===== config.mk =====
export PLATFORM = sky130hd
export DESIGN_NAME = ifetch
export DESIGN_NICKNAME = d
export VERILOG_FILES = /design/src/rtl/ifetch.sv
export SDC_FILE = /design/constraint.sdc
export NUM_CORES = 1
export LEC_CHECK = 0
export BUFFER_PORTS_ARGS = -buffer_cell sky130_fd_sc_hd__buf_2
export CORE_MARGIN = 2
export CORE_UTILIZATION = 40
export DETAILED_ROUTE_END_ITERATION = 6
export PLACE_DENSITY_LB_ADDON = 0.3
export SLEW_MARGIN = 10
export SYNTH_ARGS = -nofsm -noshare
export SYNTH_HDL_FRONTEND = slang
export SYNTH_SLANG_ARGS = --single-unit

===== constraint.sdc =====
create_clock -name clk -period 3.8 [get_ports clk]
set_input_delay 0.38 -clock clk [delete_from_list [all_inputs] [get_ports clk]]
set_output_delay 0.38 -clock clk [all_outputs]
set_load 0.02 [all_outputs]

===== src/rtl/ifetch.sv =====
`timescale 1ns/1ps
// ifetch - instruction fetch unit, upstream of if_id/id.
//
// Owns the PC and issues word fetches to instruction memory over a
// req/gnt/rvalid handshake. Returned words are buffered in a small in-order
// FIFO and presented to decode as {inst_o, inst_addr_o} with valid/ready.
// A redirect from ex flushes the FIFO and discards every in-flight fetch.
//
// Parameters
//   RESET_PC    PC of the first fetch after reset
//   FIFO_DEPTH  instruction buffer entries, power of two, 2..8
//   NOP_INST    value on inst_o while inst_valid_o=0
//
// Ports
//   clk, rst_n      clock (rising edge), asynchronous active-low reset
//   jump_en_i       redirect request from ex
//   jump_addr_i     redirect target, bits [1:0] ignored
//   imem_req_o      fetch request
//   imem_addr_o     fetch address, word aligned
//   imem_gnt_i      memory accepted the request this cycle
//   imem_rvalid_i   read data valid, responses in grant order
//   imem_rdata_i    instruction word
//   inst_valid_o    inst_o/inst_addr_o hold a valid instruction
//   inst_ready_i    downstream consumes the instruction this cycle
//   inst_o          instruction to if_id
//   inst_addr_o     address of inst_o

module ifetch #(
  parameter logic [31:0] RESET_PC   = 32'h0000_0000,
  parameter int unsigned FIFO_DEPTH = 2,
  parameter logic [31:0] NOP_INST   = 32'h0000_0013
) (
  input  logic        clk,
  input  logic        rst_n,
  input  logic        jump_en_i,
  input  logic [31:0] jump_addr_i,
  output logic        imem_req_o,
  output logic [31:0] imem_addr_o,
  input  logic        imem_gnt_i,
  input  logic        imem_rvalid_i,
  input  logic [31:0] imem_rdata_i,
  output logic        inst_valid_o,
  input  logic        inst_ready_i,
  output logic [31:0] inst_o,
  output logic [31:0] inst_addr_o
);

  // Counters hold 0..FIFO_DEPTH inclusive; pointers index FIFO_DEPTH slots.
  localparam int unsigned CW = $clog2(FIFO_DEPTH + 1);
  localparam int unsigned PW = $clog2(FIFO_DEPTH);
  localparam logic [CW:0] DEPTH_W = (CW + 1)'(FIFO_DEPTH);

  logic [31:0]   pc;
  logic          fetch_en;     // low for the first cycle out of reset
  logic [CW-1:0] outstanding;  // granted, response not yet returned
  logic [CW-1:0] drop;         // outstanding responses to be discarded
  logic [CW-1:0] fifo_count;
  logic [PW-1:0] fifo_rd, fifo_wr;
  logic [PW-1:0] aq_rd, aq_wr;

  // Issued-address queue: pairs each response with the address it was
  // fetched from. Its occupancy is exactly 'outstanding'.
  logic [31:0] aq_addr   [FIFO_DEPTH];
  logic [31:0] fifo_inst [FIFO_DEPTH];
  logic [31:0] fifo_addr [FIFO_DEPTH];

  logic          fetch_grant;
  logic          resp_take;
  logic          resp_drop;
  logic          fifo_push;
  logic          fifo_pop;
  logic [CW:0]   in_use;
  logic [CW-1:0] outstanding_nxt;
  logic [CW-1:0] drop_nxt;
  logic          unused_jump_lsbs;

  assign unused_jump_lsbs = ^jump_addr_i[1:0];

  // Words in the buffer plus words still in flight must never exceed the
  // buffer size; this is what makes the FIFO overflow-free.
  assign in_use      = {1'b0, fifo_count} + {1'b0, outstanding};
  assign imem_req_o  = fetch_en & (in_use < DEPTH_W);
  assign imem_addr_o = pc;
  assign fetch_grant = imem_req_o & imem_gnt_i;

  // An rvalid with nothing outstanding (e.g. a response owed from before a
  // reset) is ignored.
  assign resp_take = imem_rvalid_i & (outstanding != '0);
  assign resp_drop = resp_take & (drop != '0);

  // A redirect overrides both push and pop: the whole buffer is flushed.
  assign fifo_push = resp_take & ~resp_drop & ~jump_en_i;
  assign fifo_pop  = inst_valid_o & inst_ready_i & ~jump_en_i;

  assign inst_valid_o = (fifo_count != '0);
  assign inst_o       = inst_valid_o ? fifo_inst[fifo_rd] : NOP_INST;
  assign inst_addr_o  = inst_valid_o ? fifo_addr[fifo_rd] : 32'h0000_0000;

  always_comb begin
    // NOTE: every output of this block gets a default first, so no path
    // leaves a value unassigned and no latch is inferred.
    outstanding_nxt = outstanding;
    drop_nxt        = drop;
    if (fetch_grant && !resp_take) begin
      outstanding_nxt = outstanding + 1'b1;
    end else if (!fetch_grant && resp_take) begin
      outstanding_nxt = outstanding - 1'b1;
    end
    // On a redirect everything still in flight after this edge is stale,
    // including a grant taken this cycle for the old address. Earlier
    // pending drops are part of 'outstanding', so they accumulate.
    if (jump_en_i) begin
      drop_nxt = outstanding_nxt;
    end else if (resp_drop) begin
      drop_nxt = drop - 1'b1;
    end
  end

  always_ff @(posedge clk or negedge rst_n) begin
    // NOTE: all sequential state uses non-blocking assignments so every
    // flop samples pre-edge values regardless of statement order.
    if (!rst_n) begin
      pc          <= RESET_PC;
      fetch_en    <= 1'b0;
      outstanding <= '0;
      drop        <= '0;
      fifo_count  <= '0;
      fifo_rd     <= '0;
      fifo_wr     <= '0;
      aq_rd       <= '0;
      aq_wr       <= '0;
    end else begin
      fetch_en    <= 1'b1;
      outstanding <= outstanding_nxt;
      drop        <= drop_nxt;
      if (fetch_grant) aq_wr <= aq_wr + 1'b1;
      if (resp_take)   aq_rd <= aq_rd + 1'b1;
      if (jump_en_i) begin
        pc         <= {jump_addr_i[31:2], 2'b00};
        fifo_count <= '0;
        fifo_rd    <= '0;
        fifo_wr    <= '0;
      end else begin
        // 32-bit add wraps 32'hFFFF_FFFC to 0 naturally.
        if (fetch_grant) pc <= pc + 32'd4;
        if (fifo_push)   fifo_wr <= fifo_wr + 1'b1;
        if (fifo_pop)    fifo_rd <= fifo_rd + 1'b1;
        fifo_count <= fifo_count + CW'(fifo_push) - CW'(fifo_pop);
      end
    end
  end

  // NOTE: storage arrays are not reset; the reset pointers and counters
  // guarantee no slot is read before it has been written.
  always_ff @(posedge clk) begin
    if (fetch_grant) begin
      aq_addr[aq_wr] <= pc;
    end
    if (fifo_push) begin
      fifo_inst[fifo_wr] <= imem_rdata_i;
      fifo_addr[fifo_wr] <= aq_addr[aq_rd];
    end
  end

endmodule

==> flow_metrics.env <==
export IMPL_status="finished clean"
export IMPL_post_cts_buffers=0
export IMPL_max_cap_violation_count=0
export IMPL_cts_root_buffer="clkbuf_16"
export IMPL_clkSinkCount=225
export IMPL_floorplan_initialDensity=0.409
export IMPL_place_port_buffers=161
export IMPL_critical_path_startpoint_type="flop"
export IMPL_xor_xnor_fraction_of_synth_area=0.0160
export IMPL_post_synth_top_area_fraction=0.593
export IMPL_synthAdderAreaFrac=0.00994
export IMPL_cts_resized_gates=0
export IMPL_dr_wl_met3_um=1180
export IMPL_critical_path_class="flop to flop"
export IMPL_synth_sequential_area_ratio=0.703
export IMPL_via_count_of_the_first_global_routing_pass=5443
export IMPL_min_period_ns=3.02
export IMPL_rsz_0062_raised_after_global_routing="false"
export IMPL_top_layer_used="met4"
export IMPL_setup_viol=0
export IMPL_met2WireLength_um=9960
export IMPL_crit_start="fifo_count[0]$_DFF_PN0_"
export IMPL_initial_antenna_violation_count=0
export IMPL_hold_class="input port to async pin"
export IMPL_synthDistinctLibCells=45
export IMPL_numPlacedInstances=1084
export IMPL_design_portCount=168
export IMPL_synth_cells=632
export IMPL_detailedRoute_firstPassIterationCount=5
export IMPL_tritoncts_num_buffers=25
export IMPL_synth_edf_count=184
export IMPL_groute_usage_overall=0.160
export IMPL_ys_warnings_count=0
export IMPL_gr_overflow_total=0
export IMPL_layoutNonFillerInstCount=1129
export IMPL_slew_headroom=0.345
export IMPL_place_detailed_hpwl_um=12900
export IMPL_vdd_drop_max_mv=0.236
export IMPL_avgSynthCellArea_um2=14.7
export IMPL_tritoncts="built"
export IMPL_synth_top_flop_cell="edfxtp_1"
export IMPL_crit_path_end_kind="flop"
export IMPL_grt_first_pass_wirelength_um=30400
export IMPL_synth_compound_gate_area_share=0.0351
export IMPL_route_layer_met1_wl_um=8330
export IMPL_max_freq_mhz=331
export IMPL_holdWs_ns=0.0313
export IMPL_setup_reg_to_reg_worst_slack_ns=0.78
export IMPL_fin_skew_ns=0.00901
export IMPL_wl_per_cell_um=17.5
export IMPL_cp_arrival_ns=3.45
export IMPL_gp_routability_congestion=0.796
export IMPL_finalMaxSlewViolations=0
export IMPL_dr_total_vias=5636
export IMPL_hold_buffer_count_at_cts=0
export IMPL_dieArea_um2=24500
export IMPL_critical_path_required_ns=4.22
export IMPL_ys_ff_latch=225
export IMPL_max_slew_worst_pin_slew_ns=0.983
export IMPL_power_per_cell_area_nw_per_um2=614
export IMPL_area_growth_pct=21.8
export IMPL_row_count=55
export IMPL_netlist_top_cell_by_area="edfxtp_1"
export IMPL_p_leak_nw=4.20
export IMPL_reg2reg_depth=6
export IMPL_core_box_area_um2=22800
export IMPL_postSynth_asyncResetShare=0.182
export IMPL_wirelength_um=19700
export IMPL_share_of_cell_area_taken_by_muxes_after_synthesis=0.106
export IMPL_p_total_mw=6.97
export IMPL_buffer_levels_on_the_longest_clock_path=3
export IMPL_reg2reg_from="fifo_count[0]$_DFF_PN0_"
export IMPL_max_fo_critical_path=13
export IMPL_grt_max_degree=63
export IMPL_dominant_combinational_cell_family_by_area_after_synthesis="multiplexers"
export IMPL_critPathCapture="imem_addr_o[26]$_DFFE_PN0P_"
export IMPL_mappedNetlistArea_um2=9310
export IMPL_fp_dieW_um=157
export IMPL_fp_dieH_um=157
export IMPL_total_nets_final=874
export IMPL_route_detailed_vias_per_inst=4.99
export IMPL_timing_final_hold_violations=0
export IMPL_drtAntennaViolNets=0
export IMPL_drive_gt1_frac=0.316
export IMPL_post_synth_main_area_contributors="edfxtp_1 (59%), dfrtp_1 (11%), mux2i_1 (6.8%), mux2_2 (3.9%), nor2_1 (3.5%)"
export IMPL_final_core_util=0.498
export IMPL_drt_initial_drc_count=382
export IMPL_clock_insertion_delay_worst_skew_ns=0.50
export IMPL_timing_final_crit_share=0.796
export IMPL_n_antenna_cell=0
export IMPL_drc=0
export IMPL_synthSimpleGateAreaFrac=0.104
export IMPL_crit_reg2reg_capture="imem_addr_o[26]$_DFFE_PN0P_"
export IMPL_cts_htree_levels=1
export IMPL_cts_clk_slew_worst_paths_ns=0.06
[per-stage QoR]
stage	setup TNS (ns)	worst slack, ns	instance area, um^2
after CTS	0	0.788	11300
after detailed placement	0	0.794	10500
after floorplan	-43.03	-0.347	9330
final	0	0.776	11300
after global routing	0	0.606	11300
after global placement	0	0.828	10500
[state kept, by name (all words and copies together), names as in the netlist]
register     cells
imem_addr_o     30
aq_addr         60
fifo_wr          1
outstanding      2
fifo_addr       60
drop             2
aq_rd            1
fetch_en         1
fifo_inst       64
aq_wr            1
fifo_count       2
fifo_rd          1
[synth_stat cells (3+ instances only)]
cell type  instances
nand3_1           14
o21ai_0           17
buf_2              8
nor2b_1            3
o211ai_1           4
inv_1             10
mux2i_1           63
xor2_1            10
or4_1             16
dfrtp_1           41
edfxtp_1         184
clkbuf_1          15
and3_1             6
and2_1             5
buf_4              6
ha_1               5
a31oi_1           15
nor2_1            86
nand4_4            3
nand2_1           30
mux2_2            32
nand4_1            9
o31ai_1           11
buf_6              3
xnor2_1            7
buf_1              4
[routing by layer]
| metal | GRT usage | up-vias |
|---|---|---|
| li1 | - | 2691 |
| met1 | 0.205 | 2764 |
| met2 | 0.281 | 158 |
| met3 | 0.0316 | 23 |
| met4 | 0.0406 | 0 |
| met5 | 0 | - |
[cells in the final DEF (no fill, tap or decap), types with 11 or more instances in the layout]
| master | instances |
|---|---|
| nor2_1 | 82 |
| o21ai_0 | 17 |
| mux2i_1 | 63 |
| a31oi_1 | 15 |
| edfxtp_1 | 184 |
| nand2_1 | 30 |
| mux2_2 | 32 |
| nand3_1 | 14 |
| buf_2 | 161 |
| dfrtp_1 | 40 |
| or4_1 | 16 |
| o31ai_1 | 11 |
| clkbuf_16 | 25 |
[area by class of cell]
type | count | area (um^2)
Tap cell | 313 | 392
Sequential cell | 225 | 6560
Clock buffer | 36 | 717
Inverter | 10 | 37.5
Multi-Input combinational cell | 364 | 2570
Clock inverter | 9 | 150
Fill cell | 1969 | 11400
Timing Repair Buffer | 172 | 926
[critical path, stage by stage, from the launching register on]
cell and delay [ns]:
dfrtp_1 0.41, and2_1 0.18, fa_1 0.45, and4bb_1 0.69, nand4_1 0.46, or4_1 0.58
a31oi_1 0.17
[where the power goes]
| group | leakage, nW | switching, mW | internal (mW) |
|---|---|---|---|
| logic | 1.63 | 0.815 | 0.526 |
| registers | 2.15 | 0.162 | 2.99 |
| clock network | 0.420 | 0.902 | 1.58 |
[cell families (layout without fill, tap and decap cells)]
kind of cell,after synthesis,in the layout
buffers and inverters,46,227
XOR/XNOR,17,17
AO/OA/AOI/OAI,51,51
multiplexers,95,95
other,2,5
adder cells (fa/ha/maj),7,7
flip-flops,225,225
AND/OR/NAND/NOR,189,189
[worst min path at each step]
stage / startpoint / to / slack, ns
6_report: rst_n / imem_addr_o[26]$_DFFE_PN0P_ / 0.03
3_5_place_dp: aq_addr[1][2]$_DFFE_PP_ / fifo_addr[1][2]$_DFFE_PP_ / 0.55
3_3_place_gp: imem_addr_o[11]$_DFFE_PN0P_ / aq_addr[0][11]$_DFFE_PP_ / 0.54
5_1_grt: imem_rdata_i[17] / fifo_inst[1][17]$_DFFE_PP_ / 0.04
2_1_floorplan: rst_n / aq_rd$_DFFE_PN0P_ / 0.08
4_1_cts: imem_rdata_i[12] / fifo_inst[0][12]$_DFFE_PP_ / 0.03
Note: power is estimated with default switching activity, not from simulation.
